$ cat config.mk
export PLATFORM = sky130hd
export DESIGN_NAME = mul_hilo_unit
export DESIGN_NICKNAME = d
export VERILOG_FILES = /design/src/rtl/mul_hilo_unit.sv
export SDC_FILE = /design/constraint.sdc
export NUM_CORES = 1
export LEC_CHECK = 0
export CAP_MARGIN = 15
export CORE_MARGIN = 2
export CORE_UTILIZATION = 35
export DETAILED_ROUTE_END_ITERATION = 10
export PLACE_DENSITY = 0.64
export SETUP_SLACK_MARGIN = 0.4
export SLEW_MARGIN = 20
export SYNTH_ARGS = -nofsm -noshare
export SYNTH_HDL_FRONTEND = slang
export SYNTH_SLANG_ARGS = --single-unit
$ cat constraint.sdc
create_clock -name clk -period 3.1 [get_ports clk]
set_input_delay 0.31 -clock clk [delete_from_list [all_inputs] [get_ports clk]]
set_output_delay 0.31 -clock clk [all_outputs]
set_load 0.05 [all_outputs]
$ cat src/rtl/mul_hilo_unit.sv
// Unsigned 32x32 shift-add multiplier with HI/LO result registers.
// The controller clocks one multiply step per MUL cycle and finishes the
// run with a HILO_WR cycle that performs the last step and commits HI/LO.
// Protocol violations abort the run and raise a sticky err flag.
module mul_hilo_unit #(
    parameter logic [5:0] MUL     = 6'b011011,
    parameter logic [5:0] MFHI    = 6'b010000,
    parameter logic [5:0] MFLO    = 6'b010010,
    parameter logic [5:0] HILO_WR = 6'b111111
) (
    input  logic        clk,
    input  logic        reset,
    input  logic [5:0]  Signal,
    input  logic [31:0] dataA,
    input  logic [31:0] dataB,
    output logic [31:0] dataOut,
    output logic        busy,
    output logic        done,
    output logic        err
);

    typedef enum logic {IDLE, RUN} state_t;

    localparam logic [4:0] LAST_CNT = 5'd31;

    state_t      state;
    state_t      nextState;
    logic [31:0] hi;
    logic [31:0] lo;
    logic [63:0] mcand;
    logic [31:0] mplr;
    logic [63:0] prod;
    logic [4:0]  cnt;
    logic        overrun;   // an overrun happened in this run; blocks the commit

    logic        doStart;
    logic        doStep;
    logic        doCommit;
    logic        doAbort;
    logic        doOverrun;
    logic        setErr;
    logic [63:0] stepProd;
    logic [63:0] startProd;

    // Partial product after one iteration, and the product after iteration 0.
    assign stepProd  = prod + (mplr[0] ? mcand : 64'd0);
    assign startProd = dataB[0] ? {32'd0, dataA} : 64'd0;
    assign busy      = (state == RUN);

    // State register.
    always_ff @(posedge clk) begin
        // NOTE: non-blocking assignments so every register updates from pre-edge values.
        if (reset) state <= IDLE;
        else       state <= nextState;
    end

    // Next-state and control decode from the current state and Signal.
    always_comb begin
        // NOTE: every output gets a default first so no path can infer a latch.
        nextState = state;
        doStart   = 1'b0;
        doStep    = 1'b0;
        doCommit  = 1'b0;
        doAbort   = 1'b0;
        doOverrun = 1'b0;
        setErr    = 1'b0;
        case (state)
            IDLE: begin
                if (Signal == MUL) begin
                    doStart   = 1'b1;
                    nextState = RUN;
                end else if (Signal == HILO_WR) begin
                    setErr = 1'b1;
                end
            end
            RUN: begin
                if (Signal == MUL) begin
                    if (cnt != LAST_CNT) begin
                        doStep = 1'b1;
                    end else begin
                        doOverrun = 1'b1;
                        setErr    = 1'b1;
                    end
                end else if (Signal == HILO_WR && cnt == LAST_CNT && !overrun) begin
                    doCommit  = 1'b1;
                    nextState = IDLE;
                end else begin
                    // Early HILO_WR, HILO_WR after an overrun, or any foreign code.
                    doAbort   = 1'b1;
                    setErr    = 1'b1;
                    nextState = IDLE;
                end
            end
            default: nextState = IDLE;
        endcase
    end

    // Multiply datapath, HI/LO commit and status flags.
    always_ff @(posedge clk) begin
        if (reset) begin
            mcand   <= 64'd0;
            mplr    <= 32'd0;
            prod    <= 64'd0;
            cnt     <= 5'd0;
            overrun <= 1'b0;
            hi      <= 32'd0;
            lo      <= 32'd0;
            done    <= 1'b0;
            err     <= 1'b0;
        end else begin
            if (doStart) begin
                // Latch operands and apply iteration 0 in the same edge.
                mcand   <= {31'd0, dataA, 1'b0};
                mplr    <= {1'b0, dataB[31:1]};
                prod    <= startProd;
                cnt     <= 5'd1;
                overrun <= 1'b0;
            end else if (doStep) begin
                prod  <= stepProd;
                mcand <= {mcand[62:0], 1'b0};
                mplr  <= {1'b0, mplr[31:1]};
                cnt   <= cnt + 5'd1;
            end else if (doCommit) begin
                prod <= stepProd;
                hi   <= stepProd[63:32];
                lo   <= stepProd[31:0];
                cnt  <= 5'd0;
            end else if (doAbort) begin
                cnt <= 5'd0;
            end

            if (doOverrun) overrun <= 1'b1;

            done <= doCommit;

            if (doStart)     err <= 1'b0;
            else if (setErr) err <= 1'b1;
        end
    end

    // Registered HI/LO readout; holds unless a read code is presented.
    always_ff @(posedge clk) begin
        if (reset) begin
            dataOut <= 32'd0;
        end else if (Signal == MFHI) begin
            dataOut <= hi;
        end else if (Signal == MFLO) begin
            dataOut <= lo;
        end
    end

endmodule

==> results of run 1 <==
-- through the flow --
| stage | instances | total power, uW |
|---|---|---|
| global route | 2739 | 8050 |
| detailed placement | 2638 | 3828 |
| floorplan | 1861 | 3647 |
| global placement | 2638 | 3825 |
| finish | 2739 | 7817 |
| CTS | 2726 | 7883 |
-- layer usage --
metal	share of wire [%]	routed length, um	vias up	track usage [%]
li1	-	-	7284	-
met1	45	22530	7123	29.02
met2	48	24110	377	38.18
met3	4.4	2248	95	2.738
met4	3.3	1681	0	7.166
met5	0	0	-	0
-- flip-flops by register name, summed over array words and instances (netlist names) --
name     flops
err          1
mcand       63
dataOut     32
prod        64
hi          32
mplr        31
overrun      1
done         1
cnt          5
busy         1
lo          32
-- cells in the mapped netlist, types with 4 or more instances --
master	number
nand2_1	375
dfxtp_1	263
a21oi_1	181
nor2_1	165
clkbuf_1	117
a311oi_1	67
and2_1	66
ha_1	64
o21ai_0	61
a211oi_1	47
mux2i_1	35
nand3_1	32
a21o_1	30
xnor2_1	30
nor3_1	26
xor2_1	26
inv_1	20
nand4_1	18
buf_2	17
o21bai_1	16
a222oi_1	14
a22o_1	14
nand3b_1	12
a31oi_1	11
and3_1	11
nor2b_1	10
or4_1	10
nand4b_1	9
a22oi_1	6
buf_1	6
o21a_1	6
o31ai_1	6
o211ai_1	5
a2111oi_0	4
a21oi_2	4
a221oi_1	4
nor3b_1	4
nor4_1	4
or3_1	4
-- kinds of logic (layout without fill, tap and decap cells) --
logic type | after synthesis | count (layout) | synth area share, %
AO/OA/AOI/OAI | 517 | 517 | 24.16
adder cells (fa/ha/maj) | 65 | 65 | 5.655
AND/OR/NAND/NOR | 759 | 759 | 23.49
XOR/XNOR | 56 | 56 | 3.379
flip-flops | 263 | 263 | 36.27
buffers and inverters | 166 | 512 | 4.629
multiplexers | 35 | 35 | 2.414
-- cell type report --
type	instances	area (um^2)	share of cell area (%)
multi-input cells	1432	10360	48.36
flip-flops and latches	263	5269	24.60
repair buffers	435	3911	18.26
clock buffers	43	920.9	4.300
well taps	532	665.6	3.108
clock inverters	14	219.0	1.022
inverters	20	75.07	0.3505
-- worst max path at each step --
| stage | to | depth (start not counted) |
|---|---|---|
| floorplan | prod[61] | 14 |
| global placement | prod[55] | 14 |
| detailed placement | prod[55] | 14 |
| CTS | hi[29] | 14 |
| global route | hi[31] | 13 |
| finish | hi[21] | 15 |
-- power by group through the flow --
stage / sequential [uW] / combinational (uW) / clock, uW
after floorplan: 3520 / 128 / 0
after global placement: 3490 / 334 / 0
after detailed placement: 3490 / 337 / 0
after CTS: 3420 / 345 / 4120
after global routing: 3420 / 372 / 4260
final: 3420 / 351 / 4050
-- what timing repair did --
item / in CTS / in global routing
gates resized for setup: 172 / 115
setup buffers: 30 / 12
cloned: 1 / 1
pin swaps: 68 / 59
setup endpoints to repair: 106 / 115
==> flow_metrics.py, run 1 <==
metrics = {
    "min_path": {
        "worstHoldStart": "reset",
        "hold_depth": 2,
        "min_path_type": "input port to flip-flop",
        "min_delay_worst_endpoint": "lo[30]",
    },
    "global_routing": {
        "grt_util_all_layers_pct": 22.25,
        "grt_start_max_net_pins": 94,
        "grt_pass1_vias": 14390,
        "grt_pass1_wl_um": 78200,
        "overflow": 0,
        "antenna_found_initial": 0,
    },
    "sta": {
        "worst_hold_slack_ns": 0.1297,
        "final_max_slew_viol_count": 0,
        "finalHoldViolations": 0,
        "finalSetupViolations": 25,
        "period_needed_ns": 3.235,
        "maxSlewHeadroom_pct": 59.14,
        "fin_crit_sh_pct": 104.3,
        "rsz0062_at_grt": "true",
        "tightest_slew_ns": 0.6129,
        "fmax_mhz": 309.1,
        "fin_ws_ns": -0.1348,
        "final.setup.tns_ns": -1.410,
        "final.setup_skew_ns": 0.01913,
    },
    "yosys": {
        "syn_area_mm2": 0.01452,
        "yosysUniqueCellTypes": 81,
        "synth.avg_cell_area_um2": 7.800,
        "synthTopCellsByArea": "dfxtp_1 (36%), nand2_1 (9.7%), a21oi_1 (6.2%)",
        "synth.largest_area_cell": "dfxtp_1",
        "synth_top_cell_area_share_pct": 36.27,
        "synth_seq_area_share_pct": 36.27,
        "synth_seq_cells": 263,
        "synthFlopType": "dfxtp_1",
        "synth_edf_count": 0,
        "async_flop_share_pct": 0,
        "yosys_warnings": 0,
        "synthCells": 1861,
        "synth_fp_nets": 1998,
    },
    "clocking": {
        "htreeDepth": 1,
        "clockBufferDepth": 3,
        "clk_latency_ns": 0.60,
        "cts.sinks": 263,
        "cts-root-buf": "clkbuf_16",
        "clk_pin_slew_ns": 0.06,
        "cts_hold_buffers": 0,
        "cts_tree": "yes",
        "cts_buffers": 31,
    },
    "critical_path": {
        "crit_buf_inv": 5,
        "rr_startpoint": "mplr[0]",
        "startpoint": "mplr[0]",
        "critPathKind": "flip-flop to flip-flop",
        "regToRegEndpoint": "hi[21]",
        "critPathMaxFanout": 13,
        "endpoint_kind": "flip-flop",
        "reg2reg_slack_ns": -0.13,
        "ff2ff_path_depth": 15,
        "critPathMostFrequentCell": "buf_4",
        "cp_slowest_stage_delay_ns": 0.55,
        "cp.required_ns": 3.61,
        "start_kind": "flip-flop",
        "cp_cell_sequence": "buf_12 -> and2_4 -> ha_4 -> buf_4 -> nand2_2 -> or4_4 -> a2bb2oi_2 -> o211ai_4 -> a21oi_4 -> a31oi_4 -> buf_6 -> buf_4 -> xnor2_1 -> buf_4 -> a211oi_1",
        "path_delay_family": "compound AO/OA/AOI/OAI gates",
        "cp.arrival_ns": 3.74,
        "slowest_stage": "or4_4",
    },
    "placement": {
        "numPortBuffers": 106,
        "dpl_worst_slack_ns": -0.3185,
        "gp_congestion": 0.9196,
        "hpwl_um": 35850,
        "placed_area_mm2": 0.01839,
    },
    "drt": {
        "post_drt_via_cell_ratio": 5.432,
        "drt_iter0_drc": 835,
        "vias": 14880,
        "drcViolationCount": 0,
        "first_pass_iters": 6,
        "routed_wl_um": 50570,
        "antenna_left": 0,
        "wl_per_cell_um": 18.46,
    },
    "power_and_ir_drop": {
        "clock_power_share_pct": 51.8,
        "p_sw_uw": 1771,
        "vdd_ir_drop_max_v": 0.0003652,
        "intPower_uw": 6046,
        "leakage_uw": 0.008177,
        "comb_power_share_pct": 4.5,
        "swShare_pct": 22.66,
        "p_per_area_mw_per_mm2": 365.0,
        "seq_power_share_pct": 43.7,
    },
    "finish": {
        "mostFrequentLayoutCells": "nand2_1 (366), buf_4 (273), dfxtp_1 (262)",
        "synthToLayoutAreaGrowth_pct": 47.55,
        "drive_gt1_share_pct": 29.36,
        "fin_util_pct": 52.33,
        "final_nets": 2320,
        "final_common_cell": "nand2_1",
        "fillers": 3838,
        "diodes": 0,
        "fin_area_mm2": 0.02142,
    },
    "floorplan": {
        "core_area_mm2": 0.04092,
        "die_w_um": 207.6,
        "die_h_um": 207.6,
        "io_pins": 107,
        "die-area_mm2": 0.04312,
        "start_util_pct": 35.47,
        "rows": 74,
    },
    "run": {
        "maxCapViolCount": 0,
    },
    "outcome": {
        "status": "finished, violations left",
        "failed_checks": "setup timing",
    },
}
(Power assumes the default switching activity.)
==> run 2: changes to the inputs <==
--- a/config.mk
+++ b/config.mk
@@ -6,10 +6,10 @@
 export NUM_CORES = 1
 export LEC_CHECK = 0
 export CAP_MARGIN = 15
+export CORE_ASPECT_RATIO = 1.75
 export CORE_MARGIN = 2
 export CORE_UTILIZATION = 35
 export DETAILED_ROUTE_END_ITERATION = 10
-export PLACE_DENSITY = 0.64
 export SETUP_SLACK_MARGIN = 0.4
 export SLEW_MARGIN = 20
 export SYNTH_ARGS = -nofsm -noshare
==> run 2 against run 1 <==
Against the previous run: largest cell class unchanged; clock-buffer cell count fell by 9; hold slack improved by 0.065 ns; die area rose by 0.15%; clock power fell by 13%; combinational power grew 1%; highest routed layer unchanged; critical path type unchanged; flip-flop and latch count unchanged; register-to-register slack lost 0.12 ns; global-route usage grew 1.9 points; wire length up 7.6%; the flow still finishes with violations (setup timing).
==> flow_metrics.py, run 2 (synthesis results as in run 1) <==
metrics = {
    "outcome": {
        "status": "finished, violations left",
        "failed_checks": "setup timing",
    },
    "critical_path": {
        "endpoint_kind": "flip-flop",
        "path_depth": 15,
        "critPathMostFrequentCell": "o21ai_1",
        "regToRegEndpoint": "hi[28]",
        "cp.arrival_ns": 3.85,
        "startpoint": "mplr[0]",
        "slowest_stage": "or4_1",
        "cp_cell_sequence": "buf_12 -> buf_16 -> and2_4 -> ha_4 -> buf_4 -> a21oi_1 -> o21ai_1 -> a31oi_1 -> o21ai_1 -> a41o_4 -> a21oi_4 -> o31a_1 -> a41o_1 -> or4_1 -> nand3_1",
        "cp.required_ns": 3.59,
        "critPathKind": "flip-flop to flip-flop",
        "critPathCapture": "hi[28]",
        "reg2reg_slack_ns": -0.26,
        "ff2ff_path_depth": 15,
        "critPathMaxFanout": 8,
        "rr_startpoint": "mplr[0]",
        "cp_slowest_stage_delay_ns": 0.39,
        "crit_buf_inv": 3,
        "path_delay_family": "compound AO/OA/AOI/OAI gates",
        "start_kind": "flip-flop",
    },
    "sta": {
        "tightest_slew_ns": 0.6583,
        "final.setup_skew_ns": 0.01689,
        "final_max_slew_viol_count": 0,
        "fin_crit_sh_pct": 108.3,
        "rsz0062_at_grt": "true",
        "finalSetupViolations": 55,
        "period_needed_ns": 3.357,
        "maxSlewHeadroom_pct": 56.11,
        "finalHoldViolations": 0,
        "fin_ws_ns": -0.2573,
        "fmax_mhz": 297.9,
    },
    "global_routing": {
        "grt_pass1_vias": 15250,
        "grt_pass1_wl_um": 81230,
        "overflow": 0,
        "antenna_found_initial": 0,
        "grt_util_all_layers_pct": 24.11,
        "grt_start_max_net_pins": 81,
    },
    "placement": {
        "placed_area_mm2": 0.01850,
        "gp_congestion": 0.9621,
        "dp.cells": 2669,
        "numPortBuffers": 106,
        "hpwl_um": 38890,
    },
    "power_and_ir_drop": {
        "leakage_uw": 0.008291,
        "p_per_area_mw_per_mm2": 332.2,
        "vdd_ir_drop_max_v": 0.0003527,
    },
    "clocking": {
        "cts_buffers": 27,
        "clk_latency_ns": 0.57,
        "clockBufferDepth": 3,
        "cts.sinks": 263,
        "cts_tree": "yes",
        "htreeDepth": 1,
        "cts_hold_buffers": 0,
        "clk_pin_slew_ns": 0.06,
        "cts-root-buf": "clkbuf_16",
    },
    "floorplan": {
        "io_pins": 107,
        "die-area_mm2": 0.04318,
        "die_w_um": 157.9,
        "start_util_pct": 35.44,
        "core_area_mm2": 0.04095,
        "die_h_um": 273.4,
        "rows": 98,
    },
    "drt": {
        "wl_per_cell_um": 19.68,
        "routed_wl_um": 54400,
        "first_pass_iters": 7,
        "drt_iter0_drc": 817,
        "vias": 15150,
        "antenna_left": 0,
        "post_drt_via_cell_ratio": 5.480,
        "drcViolationCount": 0,
    },
    "finish": {
        "final_nets": 2333,
        "fin_cells": 2764,
        "final_common_cell": "nand2_1",
        "largest_register_ffs": 64,
        "reg_top3": "prod (64), mcand (63)",
        "fin_area_mm2": 0.02191,
        "diodes": 0,
        "synthToLayoutAreaGrowth_pct": 50.92,
        "largest_register": "prod",
        "drive_gt1_share_pct": 31.39,
        "mostFrequentLayoutCells": "nand2_1 (350), dfxtp_1 (262), buf_4 (254)",
    },
    "min_path": {
        "min_path_type": "input port to flip-flop",
    },
    "run": {
        "maxCapViolCount": 0,
    },
}
## run 2: cell types whose count changed in the layout (fill, tap and decap cells not counted), moves of 7 or more
cell      delta
clkbuf_8     -8
nand2_2     +10
buf_4       -19
nand2_1     -16
buf_6       +37
and2_4       -7
and2_1       +8
## run 2: how the worst min path moves through the flow
| stage | from | endpoint | slack, ns | cells past startpoint |
|---|---|---|---|---|
| 2_1_floorplan | hi[12] | hi[12] | 0.43 | 2 |
| 3_3_place_gp | hi[1] | hi[1] | 0.44 | 2 |
| 3_5_place_dp | prod[48] | prod[48] | 0.44 | 2 |
| 4_1_cts | reset | cnt[0] | 0.19 | 2 |
| 5_1_grt | reset | cnt[0] | 0.22 | 2 |
| 6_report | reset | cnt[0] | 0.19 | 2 |
## run 2: report_power, final
group | switching (uW) | leakage, uW | total [uW] | internal (uW)
logic | 195 | 0.00573 | 355 | 160
clock network | 1450 | 0.000440 | 3510 | 2060
registers | 15.0 | 0.00212 | 3420 | 3400
## run 2: routing by layer
layer	routed length [um]	track usage [%]	up-vias
li1	-	-	7297
met1	19080	23.90	7223
met2	28700	45.09	445
met3	2090	2.866	182
met4	4524	17.88	0
met5	0	0	-
## run 2: metrics by stage
| step | hold WS [ns] | TNS (ns) | total power (uW) | util (%) | worst slack, ns |
|---|---|---|---|---|---|
| after CTS | 0.1877 | -2.886 | 7335 | 50.10 | -0.1435 |
| final | 0.1942 | -5.751 | 7277 | 53.49 | -0.2573 |
| after floorplan | 0.4312 | 0 | 3647 | - | 0.03258 |
| after global routing | 0.2189 | -10.75 | 7503 | 53.49 | -0.3129 |
| after detailed placement | 0.4444 | -7.712 | 3828 | 45.18 | -0.4281 |
| after global placement | 0.4375 | -4.512 | 3826 | 45.18 | -0.4010 |
## run 2: layout make-up
| type | count | area, um^2 |
|---|---|---|
| fill | 3803 | 19050 |
| clock inverter | 13 | 200.2 |
| tap | 550 | 688.2 |
| clock buffer | 34 | 721.9 |
| timing repair buffer | 452 | 4170 |
| sequential | 263 | 5269 |
| multi-input combinational | 1432 | 10780 |
| inverter | 20 | 75.07 |
## run 2: repair_timing
| item | in CTS | in global routing |
|---|---|---|
| hold endpoints to repair | 0 | 0 |
| cloned | 1 | 1 |
| setup buffers | 21 | 25 |
| pin swaps | 75 | 138 |
| setup endpoints to repair | 104 | 146 |
| resized for setup | 158 | 232 |
